<file path="src/rtl/pipe_hazard_ctrl_pkg.sv">
// Shared definitions for the pipeline hazard sequencer: opcode values,
// FSM state encoding and the operand-usage decode.
package pipe_hazard_ctrl_pkg;

    localparam logic [3:0] OP_ADD  = 4'b0000;
    localparam logic [3:0] OP_SUB  = 4'b0001;
    localparam logic [3:0] OP_AND  = 4'b0010;
    localparam logic [3:0] OP_OR   = 4'b0011;
    localparam logic [3:0] OP_ADDI = 4'b0100;
    localparam logic [3:0] OP_LW   = 4'b0101;
    localparam logic [3:0] OP_SW   = 4'b0110;
    localparam logic [3:0] OP_SLT  = 4'b0111;
    localparam logic [3:0] OP_BEQ  = 4'b1000;
    localparam logic [3:0] OP_BNE  = 4'b1001;

    typedef enum logic [1:0] {
        ST_RUN    = 2'd0,
        ST_STALL  = 2'd1,
        ST_FREEZE = 2'd2
    } state_t;

    // True when the instruction consumes its rt field as a source operand.
    // ADDI/LW use rt as a destination, so they only read rs.
    function automatic logic op_reads_rt(input logic [3:0] op);
        case (op)
            OP_ADD, OP_SUB, OP_AND, OP_OR, OP_SLT,
            OP_SW, OP_BEQ, OP_BNE: return 1'b1;
            default:               return 1'b0;
        endcase
    endfunction

endpackage

</file>
<file path="src/rtl/pipe_hazard_ctrl_hazard_detect.sv">
// RAW hazard detector: compares the ID-stage sources against the EX-stage
// destination. Register $0 is hardwired to zero and never creates a hazard.
module hazard_detect
    import pipe_hazard_ctrl_pkg::*;
(
    input  logic [3:0] id_op,
    input  logic [1:0] id_rs,
    input  logic [1:0] id_rt,
    input  logic       ex_regwrite,
    input  logic [1:0] ex_wr,
    output logic       hazard
);

    logic rs_match;
    logic rt_match;

    assign rs_match = (ex_wr == id_rs);
    assign rt_match = op_reads_rt(id_op) && (ex_wr == id_rt);
    assign hazard   = ex_regwrite && (ex_wr != 2'd0) && (rs_match || rt_match);

endmodule

</file>
<file path="src/rtl/pipe_hazard_ctrl.sv">
// Pipeline sequencer for the 3-stage IF/ID/EX core. Inserts IDEX bubbles on
// RAW hazards, redirects and flushes on taken branches, and supports a debug
// freeze with single-step. Outputs are Mealy; state moves on the falling
// clock edge together with the pipeline registers.
module pipe_hazard_ctrl
    import pipe_hazard_ctrl_pkg::*;
#(
    parameter int CNT_W        = 16,
    parameter int STALL_CYCLES = 1
) (
    input  logic             clk,
    input  logic             rst_n,
    input  logic [3:0]       id_op,
    input  logic [1:0]       id_rs,
    input  logic [1:0]       id_rt,
    input  logic             ex_regwrite,
    input  logic [1:0]       ex_wr,
    input  logic             ex_br_taken,
    input  logic             dbg_freeze,
    input  logic             dbg_step,
    output logic             pc_write,
    output logic             pc_sel,
    output logic             ifid_write,
    output logic             ifid_flush,
    output logic             idex_write,
    output logic             idex_bubble,
    output logic             wb_en,
    output logic [1:0]       state,
    output logic [CNT_W-1:0] stall_cnt,
    output logic [CNT_W-1:0] flush_cnt
);

    // Bubbles still owed after the first one, loaded when a hazard is seen.
    localparam logic [1:0] STALL_INIT = 2'(STALL_CYCLES - 1);

    state_t     state_q;
    logic [1:0] stall_left;

    logic   hazard;
    logic   frozen;
    logic   stepping;
    state_t eff_state;
    logic   take_branch;
    logic   do_stall;
    logic   do_hazard;

    state_t     nxt_state;
    state_t     run_next;
    logic [1:0] nxt_left;
    logic       stall_inc;
    logic       flush_inc;

    function automatic logic [CNT_W-1:0] sat_inc(input logic [CNT_W-1:0] v);
        return (&v) ? v : v + CNT_W'(1);
    endfunction

    hazard_detect u_hazard_detect (
        .id_op       (id_op),
        .id_rs       (id_rs),
        .id_rt       (id_rt),
        .ex_regwrite (ex_regwrite),
        .ex_wr       (ex_wr),
        .hazard      (hazard)
    );

    assign state = state_q;

    // Classify this cycle: frozen, or acting as the (resumed) RUN/STALL state.
    always_comb begin
        stepping    = (state_q == ST_FREEZE) && dbg_step;
        frozen      = (state_q == ST_FREEZE) && !dbg_step;
        if (state_q == ST_FREEZE) begin
            eff_state = (stall_left != 2'd0) ? ST_STALL : ST_RUN;
        end else begin
            eff_state = state_q;
        end
        take_branch = !frozen && ex_br_taken;
        do_stall    = !frozen && !ex_br_taken && (eff_state == ST_STALL);
        do_hazard   = !frozen && !ex_br_taken && (eff_state != ST_STALL) && hazard;
    end

    // Stage enables and flush/bubble controls derived from the cycle class.
    always_comb begin
        pc_write    = 1'b1;
        pc_sel      = 1'b0;
        ifid_write  = 1'b1;
        ifid_flush  = 1'b0;
        idex_write  = 1'b1;
        idex_bubble = 1'b0;
        wb_en       = 1'b1;
        if (!rst_n) begin
            pc_write    = 1'b0;
            ifid_write  = 1'b0;
            idex_write  = 1'b0;
            ifid_flush  = 1'b1;
            idex_bubble = 1'b1;
            wb_en       = 1'b0;
        end else if (frozen) begin
            pc_write    = 1'b0;
            ifid_write  = 1'b0;
            idex_write  = 1'b0;
            wb_en       = 1'b0;
        end else if (take_branch) begin
            pc_sel      = 1'b1;
            ifid_flush  = 1'b1;
            idex_bubble = 1'b1;
        end else if (do_stall || do_hazard) begin
            pc_write    = 1'b0;
            ifid_write  = 1'b0;
            idex_bubble = 1'b1;
        end
    end

    // Next state, stall down-counter and counter increments.
    always_comb begin
        run_next  = ST_RUN;
        nxt_left  = stall_left;
        stall_inc = 1'b0;
        flush_inc = 1'b0;
        if (take_branch) begin
            // The hazarding instruction is flushed, so any owed bubbles go too.
            flush_inc = 1'b1;
            nxt_left  = 2'd0;
            run_next  = ST_RUN;
        end else if (do_stall) begin
            stall_inc = 1'b1;
            nxt_left  = (stall_left != 2'd0) ? stall_left - 2'd1 : 2'd0;
            run_next  = (stall_left > 2'd1) ? ST_STALL : ST_RUN;
        end else if (do_hazard) begin
            stall_inc = 1'b1;
            nxt_left  = STALL_INIT;
            run_next  = (STALL_INIT != 2'd0) ? ST_STALL : ST_RUN;
        end

        if (frozen) begin
            nxt_state = dbg_freeze ? ST_FREEZE : eff_state;
        end else if (stepping) begin
            nxt_state = dbg_freeze ? ST_FREEZE : run_next;
        end else if (dbg_freeze && !ex_br_taken) begin
            nxt_state = ST_FREEZE;
        end else begin
            nxt_state = run_next;
        end
    end

    // Control state and saturating event counters.
    always_ff @(negedge clk or negedge rst_n) begin
        if (!rst_n) begin
            state_q    <= ST_RUN;
            stall_left <= 2'd0;
            stall_cnt  <= '0;
            flush_cnt  <= '0;
        end else begin
            state_q    <= nxt_state;
            stall_left <= nxt_left;
            if (stall_inc) begin
                stall_cnt <= sat_inc(stall_cnt);
            end
            if (flush_inc) begin
                flush_cnt <= sat_inc(flush_cnt);
            end
        end
    end

endmodule

</file>
<file path="config.mk">
export PLATFORM = sky130hd
export DESIGN_NAME = pipe_hazard_ctrl
export DESIGN_NICKNAME = d
export VERILOG_FILES = /design/src/rtl/pipe_hazard_ctrl_pkg.sv /design/src/rtl/pipe_hazard_ctrl_hazard_detect.sv /design/src/rtl/pipe_hazard_ctrl.sv
export SDC_FILE = /design/constraint.sdc
export NUM_CORES = 1
export LEC_CHECK = 0
export CORE_MARGIN = 2
export CORE_UTILIZATION = 32
export CTS_BUF_LIST = sky130_fd_sc_hd__clkbuf_4 sky130_fd_sc_hd__clkbuf_8
export CTS_CLUSTER_SIZE = 14
export DETAILED_ROUTE_END_ITERATION = 8
export HOLD_SLACK_MARGIN = 0.15
export SYNTH_ARGS = -nofsm -noshare
export SYNTH_HDL_FRONTEND = slang
export SYNTH_SLANG_ARGS = --single-unit
</file>
<file path="constraint.sdc">
create_clock -name clk -period 3 [get_ports clk]
set_clock_uncertainty 0.2 [all_clocks]
set_input_delay 0.45 -clock clk [delete_from_list [all_inputs] [get_ports clk]]
set_output_delay 0.45 -clock clk [all_outputs]
set_load 0.1 [all_outputs]
</file>
==> reports/metrics.yaml <==
critPathLaunch: "state[1]$_DFF_NN0_"
cp_data_arrival_time_ns: 3.41
final_layout_size_suffix_gt1_share_pct: 58.3
critPathLaunchType: "flip-flop"
critPathKind: "reg -> out"
portBuffers: 55
antenna_cells: 0
dieHeight_microns: 81.5
synth_edf_count: 0
p_per_area_nw_per_um2: 565
max_stage_delay_ns: 0.42
syn_inst: 178
finalSetupViolCount: 59
first_pass_iters: 4
wire_per_inst_microns: 13.3
finalInstanceArea_sq_um: 4050
drtIter0Drc: 32
cts_tree: "done"
path_clk_slew_ns: 0.05
num-fill-cells: 395
cts_sinks: 36
cts_buffers: 5
drc_errors: 0
crit_slowest_cell: "dfrtn_1"
vias: 1848
r2r_cells: 9
max_slew.worst_pin.slew_ns: 0.385
max-vdd-ir-drop_mv: 0.900
multi_input_area_sq_um: 1260
violations: "negative setup slack"
core_sq_um: 5850
final_antenna_net_count: 0
setup-tns-final_ns: -21.93
cp_cell_sequence: "buf_6 -> nand2b_4 -> o21ai_2 -> a41o_2 -> a211oi_4 -> buf_4 -> buf_6 -> o31a_4 -> buf_12"
fin_ws_ns: -1.06
relSlewSlack_pct: 74.3
area_growth_pct: 111
gp_routability_congestion: 0.782
leakagePower_nw: 2.02
pre_cts_ws_ns: -1.22
synth_cell_types: 38
hold_violations: 0
wl_microns: 5300
reg2reg_from: "flush_cnt[1]$_DFFE_NN0P_"
ys_seq_area_share_pct: 46.8
nNetsFinal: 341
clock-root-buffer: "clkbuf_8"
antenna_found_initial: 0
crit_end: "pc_write"
placed_area_sq_um: 3490
syn_area_sq_um: 1920
grt_usage_pct: 16.5
worst_r2r_endpoint: "flush_cnt[7]$_DFFE_NN0P_"
cp-end-kind: "primary output"
start_util_pct: 32.9
vias_per_cell: 4.63
yosysWarnings: 0
drv_slew: 0
crit_path_frequent_cell: "buf_6"
io_pins: 57
grt_max_degree: 29
cts_buffer_depth: 2
cts.htree.levels: 2
syn_area_per_cell_sq_um: 10.8
grt_pass1_vias: 1784
cp_data_required_time_ns: 2.35
gr-total-overflow: 0
dieArea_sq_um: 6650
grt_first_pass_wirelength_microns: 8340
post-dp-hpwl_microns: 3580
placementRows: 28
fp.dieW_microns: 81.5
maxCapViolCount: 0
crit_path_max_fanout: 2
status: "finished with violations"
rsz0062_at_grt: "yes"
ys_seq_elements: 36
insertion_delay_ns: 0.29
synth_ff_type: "dfrtn_1"
regArea_sq_um: 901
synth_nets: 196
async_flop_share_pct: 100
rrSetupSlack_ns: 0.54
hp-class: "reg -> reg"
==> cell families (layout without fill, tap and decap cells) <==
logic type               after synthesis  after routing  share of synthesized area (%)
adder cells (fa/ha/maj)                2              2                           1.30
flip-flops                            36             36                           46.8
buffers and inverters                  6            152                           1.95
XOR/XNOR                              30             30                           13.7
AND/OR/NAND/NOR                       86             86                           27.7
AO/OA/AOI/OAI                         16             16                           7.22
multiplexers                           2              2                           1.37
==> placed cells by master (no fill, tap or decap), types with 5 or more instances in the layout <==
master	synthesis	layout
nand3_1	15	8
nand2_1	15	12
buf_6	1	9
xnor2_1	13	12
nand4_1	7	7
buf_12	0	44
buf_4	2	77
nor3_4	0	7
dfrtn_1	36	36
and3_1	6	5
nor2_1	12	8
xor2_1	17	16
clkdlybuf4s50_1	0	6
clkbuf_8	0	6
nand3_2	0	6
==> worst max-delay path, delay by kind of cell (launching register included) <==
family          cells  cell delay (ns)
compound gates      4             0.61
flops               1             0.42
simple gates        1             0.05
buf+inv             4             0.53
==> layout make-up <==
class                      count  share of cell area, %
inverter                       1                 0.0927
multi-input combinational    136                   31.1
sequential                    36                   22.2
tap                           75                   2.32
timing repair buffer         143                   41.8
clock buffer                   8                   2.41
==> per-stage QoR <==
stage | util [%] | std cells | hold WS, ns | total power [mW]
after detailed placement | 59.6 | 355 | 0.281 | 1.84
after CTS | 65.2 | 386 | 0.313 | 2.27
after global placement | 59.6 | 355 | 0.267 | 1.84
after global routing | 69.2 | 399 | 0.330 | 2.38
final | 69.2 | 399 | 0.312 | 2.29
after floorplan | - | 178 | 0.268 | 1.33
==> state kept, by name, summed over array words and instances (netlist names) <==
name	flops
stall_left	2
state	2
flush_cnt	16
stall_cnt	16
==> per-layer routing <==
metal | up-vias | part of all wire [%] | global-route usage, %
met5 | - | 0 | 0
met4 | 0 | 2.0 | 5.25
met3 | 9 | 4.2 | 4.95
met2 | 47 | 53 | 27.4
met1 | 876 | 40 | 20.5
li1 | 916 | - | -
==> how the worst min path moves through the flow <==
stage                                    from                        end  slack (ns)  depth (start not counted)
finish              stall_left[1]$_DFFE_NN0P_  stall_left[1]$_DFFE_NN0P_        0.31                          1
global route        stall_left[1]$_DFFE_NN0P_  stall_left[1]$_DFFE_NN0P_        0.33                          1
CTS                 stall_left[1]$_DFFE_NN0P_  stall_left[1]$_DFFE_NN0P_        0.31                          1
detailed placement  flush_cnt[10]$_DFFE_NN0P_  flush_cnt[10]$_DFFE_NN0P_        0.28                          1
global placement    flush_cnt[14]$_DFFE_NN0P_  flush_cnt[14]$_DFFE_NN0P_        0.27                          1
floorplan           stall_left[0]$_DFFE_NN0P_  stall_left[0]$_DFFE_NN0P_        0.27                          1
==> what timing repair did <==
item	in CTS	in global routing
hold buffers	0	0
pin swaps	10	20
endpoints found under the hold margin	0	0
setup buffers	24	12
endpoints found under the setup margin	76	66
resized for setup	33	22
cloned	0	1
==> synth_stat cells, types with 2 or more instances <==
library cell / n / area [sq um]
a21oi_1: 5 / 25.0
and2_1: 3 / 18.8
and3_1: 6 / 37.5
and4_1: 2 / 17.5
buf_4: 2 / 15.0
clkbuf_1: 2 / 7.51
dfrtn_1: 36 / 901
ha_1: 2 / 25.0
nand2_1: 15 / 56.3
nand2b_1: 3 / 18.8
nand3_1: 15 / 75.1
nand4_1: 7 / 43.8
nand4b_1: 2 / 17.5
nor2_1: 12 / 45.0
nor2b_1: 3 / 18.8
nor3_2: 7 / 70.1
nor3b_1: 2 / 15.0
nor3b_2: 2 / 25.0
nor4b_2: 2 / 30.0
o21ai_0: 3 / 15.0
o31a_1: 2 / 17.5
xnor2_1: 13 / 114
xor2_1: 17 / 149
==> report_power, final <==
group / internal [mW] / leakage (nW) / switching [mW]
Combinational: 0.524 / 1.48 / 0.760
Sequential: 0.559 / 0.484 / 0.0745
Clock: 0.205 / 0.0523 / 0.167
(Power assumes the default switching activity.)
